File: config.mk
export PLATFORM = sky130hd
export DESIGN_NAME = layer2_argmax
export DESIGN_NICKNAME = d
export VERILOG_FILES = /design/src/rtl/layer2_argmax.sv
export SDC_FILE = /design/constraint.sdc
export NUM_CORES = 1
export LEC_CHECK = 0
export BUFFER_PORTS_ARGS = -buffer_cell sky130_fd_sc_hd__buf_2
export CAP_MARGIN = 20
export CORE_ASPECT_RATIO = 2
export CORE_MARGIN = 2
export CORE_UTILIZATION = 30
export CTS_CLUSTER_SIZE = 25
export DETAILED_ROUTE_END_ITERATION = 10
export GPL_ROUTABILITY_DRIVEN = 0
export PLACE_DENSITY_LB_ADDON = 0.1
export SYNTH_ARGS = -nofsm -noshare
export SYNTH_HDL_FRONTEND = slang
export SYNTH_SLANG_ARGS = --single-unit
File: constraint.sdc
create_clock -name clk -period 10.07 [get_ports clk]
set_input_delay 0.5035 -clock clk [delete_from_list [all_inputs] [get_ports clk]]
set_output_delay 0.5035 -clock clk [all_outputs]
set_load 0.03 [all_outputs]
File: src/rtl/layer2_argmax.sv
// Output layer of the SDRAM MLP: ReLU(hidden) x W2 dot products, saturated scores
// written back over Avalon-MM, and the argmax reported as class_id.
module layer2_argmax #(
  parameter int N_HID      = 200,
  parameter int N_OUT      = 10,
  parameter int L1_BASE    = 400_000,
  parameter int W2_BASE    = 320_000,
  parameter int OUT_BASE   = 500_000,
  parameter int FRAC_SHIFT = 8
) (
  input  logic        clk,
  input  logic        reset_n,
  input  logic        waitrequest,
  input  logic        readdatavalid,
  input  logic [15:0] readdata,
  output logic        chipselect,
  output logic [1:0]  byteenable,
  output logic        read_n,
  output logic        write_n,
  output logic [31:0] address,
  output logic [15:0] writedata,
  input  logic        ready,
  output logic        done,
  output logic [3:0]  class_id,
  output logic [31:0] toHexLed
);

  typedef enum logic [3:0] {
    IDLE = 4'd0, RD_H, WT_H, RD_W, WT_W, MAC, SAT, WRITE, NEXT, DONE
  } state_t;

  localparam logic [15:0] HID_LAST = 16'(N_HID - 1);
  localparam logic [3:0]  OUT_LAST = 4'(N_OUT - 1);
  localparam logic [31:0] L1_A     = 32'(L1_BASE);
  localparam logic [31:0] W2_A     = 32'(W2_BASE);
  localparam logic [31:0] OUT_A    = 32'(OUT_BASE);
  localparam logic [31:0] N_HID_A  = 32'(N_HID);

  state_t             state, state_nxt;
  logic [3:0]         state_bits;
  logic [15:0]        hid_i;
  logic [3:0]         out_j;
  logic [3:0]         best_idx;
  logic signed [15:0] h, w, best_val, score;
  logic signed [31:0] acc, prod, h_ext, w_ext;

  function automatic logic signed [15:0] sat16(input logic signed [31:0] x);
    logic signed [31:0] sh;
    sh = x >>> FRAC_SHIFT;
    if (sh > 32'sd32767)       return 16'sh7fff;
    else if (sh < -32'sd32768) return 16'sh8000;
    else                       return sh[15:0];
  endfunction

  assign h_ext      = {{16{h[15]}}, h};
  assign w_ext      = {{16{w[15]}}, w};
  assign prod       = h_ext * w_ext;
  assign score      = sat16(acc);
  assign state_bits = state;
  assign chipselect = 1'b1;
  assign byteenable = 2'b11;
  assign toHexLed   = {20'h0, class_id, 4'h0, state_bits};

  always_comb begin
    state_nxt = state;
    read_n    = 1'b1;
    write_n   = 1'b1;
    done      = 1'b0;
    address   = '0;
    case (state)
      IDLE: if (ready) state_nxt = RD_H;
      RD_H: begin
        read_n  = 1'b0;
        address = L1_A + {15'd0, hid_i, 1'b0};
        if (!waitrequest) state_nxt = WT_H;
      end
      WT_H: if (readdatavalid) state_nxt = RD_W;
      RD_W: begin
        read_n  = 1'b0;
        address = W2_A + ((({28'd0, out_j} * N_HID_A) + {16'd0, hid_i}) << 1);
        if (!waitrequest) state_nxt = WT_W;
      end
      WT_W: if (readdatavalid) state_nxt = MAC;
      MAC:  state_nxt = (hid_i == HID_LAST) ? SAT : RD_H;
      SAT:  state_nxt = WRITE;
      WRITE: begin
        write_n = 1'b0;
        address = OUT_A + {27'd0, out_j, 1'b0};
        if (!waitrequest) state_nxt = NEXT;
      end
      NEXT: state_nxt = (out_j == OUT_LAST) ? DONE : RD_H;
      DONE: begin
        done = 1'b1;
        if (!ready) state_nxt = IDLE;
      end
      default: state_nxt = IDLE;
    endcase
  end

  // Datapath updates are keyed on the current state; the request outputs above are pure decode.
  always_ff @(posedge clk or negedge reset_n) begin
    if (!reset_n) begin
      state     <= IDLE;
      acc       <= '0;
      hid_i     <= '0;
      out_j     <= '0;
      h         <= '0;
      w         <= '0;
      best_val  <= 16'sh8000;
      best_idx  <= '0;
      writedata <= '0;
      class_id  <= '0;
    end else begin
      state <= state_nxt;
      case (state)
        IDLE: begin
          acc      <= '0;
          hid_i    <= '0;
          out_j    <= '0;
          best_val <= 16'sh8000;
          best_idx <= '0;
        end
        WT_H: if (readdatavalid) h <= readdata[15] ? 16'sd0 : $signed(readdata);
        WT_W: if (readdatavalid) w <= $signed(readdata);
        MAC: begin
          acc <= acc + prod;
          if (hid_i != HID_LAST) hid_i <= hid_i + 16'd1;
        end
        SAT: begin
          writedata <= score;
          // Strict compare: on ties the earlier (lower) index wins.
          if (score > best_val) begin
            best_val <= score;
            best_idx <= out_j;
          end
        end
        NEXT: begin
          acc   <= '0;
          hid_i <= '0;
          if (out_j == OUT_LAST) class_id <= best_idx;
          else                   out_j    <= out_j + 4'd1;
        end
        default: ;
      endcase
    end
  end

endmodule
==> results.json <==
{
  "outcome": "finished clean",
  "min_path_type": "primary input to asynchronous set/reset pin",
  "overflow": 0,
  "setup_tns_ns": 0,
  "fp.coreArea_um2": 55300,
  "crit_slowest_cell": "dfrtp_1",
  "endpoint_kind": "register",
  "reg2reg_from": "w[15]$_DFFE_PN0P_",
  "met3_usage_pct": 1.79,
  "fmax_mhz": 141,
  "nFillCells": 5966,
  "hpwl_mm": 41.3,
  "postCtsSetupBuffers": 0,
  "drtPass1Iterations": 4,
  "clock_latency_ns": 0.46,
  "cp_cell_sequence": "nand2b_1 > fa_1 > fa_1 > inv_1 > fa_1 > fa_1 > fa_1 > inv_1 > fa_1 > inv_1 > ha_1 > a21o_1 > o2111a_1 > a2111oi_1 > a21oi_1 > o21ai_1 > nor3b_2 > mux2i_1 > o211ai_1",
  "cts_max_level": 4,
  "syn-cell-area_um2": 16700,
  "cp-start-kind": "register",
  "worst-r2r-cell-count": 19,
  "rows": 122,
  "cts_tree": "built",
  "final_nets": 2317,
  "synth_xor_area_share_pct": 3.40,
  "avgSynthCellArea_um2": 8.77,
  "syn-instance-count": 1904,
  "grt_pass1_wl_mm": 80.1,
  "worst_pin_slew_ns": 1.11,
  "ys_seq_area_share_pct": 19.0,
  "synth.distinct_cells": 69,
  "async_reset_ff_share_pct": 100,
  "synth_simple_gate_area_share_pct": 17.2,
  "drive_above_1_share_pct": 8.04,
  "initial_core_util_pct": 30.2,
  "cts_root_buf": "clkbuf_16",
  "die-area_um2": 57700,
  "post_dp_cell_area_um2": 17600,
  "clock-sinks": 127,
  "grtUsageMet2_pct": 37.3,
  "via_per_inst": 4.64,
  "synth_top_cell_by_area": "fa_1",
  "antenna_cells": 0,
  "top_usage_layer": "met2",
  "hold_viol_final": 0,
  "arrival_ns": 7.43,
  "synth_most_common_cell": "inv_1",
  "wire_per_inst_um": 18.4,
  "antenna_found_initial": 0,
  "required_ns": 10.40,
  "grt_max_degree": 67,
  "yosys_warnings": 0,
  "finClkSkew_ns": 0.0136,
  "die_h_um": 338,
  "use_met1_pct": 18.4,
  "synth_area_leaders": "fa_1, dfrtp_1, ha_1",
  "drv_slew": 0,
  "port_buffers": 70,
  "synth-adder-area-share_pct": 37.1,
  "route.detailed.drc": 0,
  "synth.top_cell.area_share_pct": 25.5,
  "io_pins": 111,
  "crit_type": "register to register",
  "vias": 12500,
  "slew_headroom_pct": 25.7,
  "grt_pass1_vias": 14000,
  "die_w_um": 171,
  "numCtsBuffers": 17,
  "design_area_um2": 18200,
  "cp_slowest_stage_delay_ns": 0.79,
  "fin_crit_ns": 7.10,
  "synth_common_cells": "inv_1, nand2_1, fa_1, ha_1, dfrtp_1",
  "cts-resized-gates": 0,
  "rsz0062_at_grt": "no",
  "ys_seq_elements": 127,
  "drtIter0Drc": 389,
  "cts_buffer_depth": 2,
  "stdcell_count": 2685,
  "placed_cells": 2653,
  "path_max_fanout": 18,
  "setup.worst_path.start": "w[15]$_DFFE_PN0P_",
  "syn2layout_area_growth_pct": 8.91,
  "synth_top_family_by_area": "adder cells",
  "finalCritPeriodShare_pct": 70.6,
  "synth-edff-count": 0,
  "ys.flop_type": "dfrtp_1",
  "finalSetupViolations": 0,
  "cap_violations": 0,
  "antenna_left": 0,
  "ctsHoldBuffers": 0,
  "clkSlewWorstSetupHoldPaths_ns": 0.07,
  "grt_usage_pct": 18.5,
  "hold_slack_ns": 0.0809,
  "synth_mux_area_share_pct": 2.79,
  "cpMostUsedCell": "fa_1",
  "wirelength_mm": 49.4,
  "synth-compound-area-share_pct": 8.98
}
## path summary, 6_finish.rpt
path | slack [ns] | end
setup reg to reg | 2.97 | acc[31]$_DFFE_PN0P_
hold / removal | 0.08 | acc[3]$_DFFE_PN0P_
max in group asynchronous | 8.57 | writedata[0]$_DFFE_PN0P_
min in group clk | 0.29 | w[13]$_DFFE_PN0P_
hold reg to reg | 0.48 | writedata[6]$_DFFE_PN0P_
setup / recovery | 2.97 | acc[31]$_DFFE_PN0P_
## through the flow
stage | util [%] | worst slack [ns]
floorplan | - | 3.92
global placement | 31.9 | 3.05
detailed placement | 31.9 | 2.93
CTS | 32.9 | 2.90
global route | 32.9 | 2.54
finish | 32.9 | 2.97
## flip-flops by register name, indices dropped and copies added (netlist names)
signal and cells:
writedata 16, state 4, w 16, hid_i 16, acc 32, out_j 4, h 15, best_val 16
best_idx 4, class_id 4
## layer usage
| metal | up-vias | routed length (um) |
|---|---|---|
| met1 | 6247 | 17400 |
| met4 | 0 | 2240 |
| li1 | 5915 | - |
| met2 | 219 | 28800 |
| met5 | - | 0 |
| met3 | 82 | 924 |
## placed cells by master, fill, tap and decap left out, types with 13 or more instances in the layout
cell type and instances:
and2_1 119, ha_1 155, clkbuf_16 17, nor2_1 80, nand3_1 24, o21ai_1 28, a21oi_1 49, dfrtp_1 126
nor3_1 15, inv_1 341, mux2_2 21, nand2_1 278, xnor2_1 36, buf_4 13, xor2_1 27, conb_1 40
a21o_1 26, nand4_1 14, nand2b_1 29, mux2i_1 23, buf_2 69, fa_1 213, nor2b_1 18, o21ai_0 53
## final cells by class
type | instances | area [um^2] | area share (%)
inverters | 342 | 1280 | 7.06
clock inverters | 15 | 150 | 0.825
repair buffers | 83 | 454 | 2.50
clock buffers | 17 | 425 | 2.34
flip-flops and latches | 127 | 3180 | 17.5
well taps | 744 | 931 | 5.12
multi-input cells | 1357 | 11800 | 64.7
## kinds of logic (layout without fill, tap and decap cells)
logic type,Yosys count,after routing
adder cells (fa/ha/maj),368,368
multiplexers,44,44
AND/OR/NAND/NOR,607,607
XOR/XNOR,64,64
buffers and inverters,458,457
other,2,40
AO/OA/AOI/OAI,234,234
flip-flops,127,127
## worst max-delay path, delay by kind of cell (launching register included)
family,cells,cell delay [ns]
buf+inv,3,0.15
mux,1,0.23
flops,1,0.79
compound gates,6,1.75
fa+ha+maj,7,3.59
simple gates,2,0.46
Power is not shown: default switching activity piles up to over one toggle a cycle in this logic, so the estimate is an artifact.
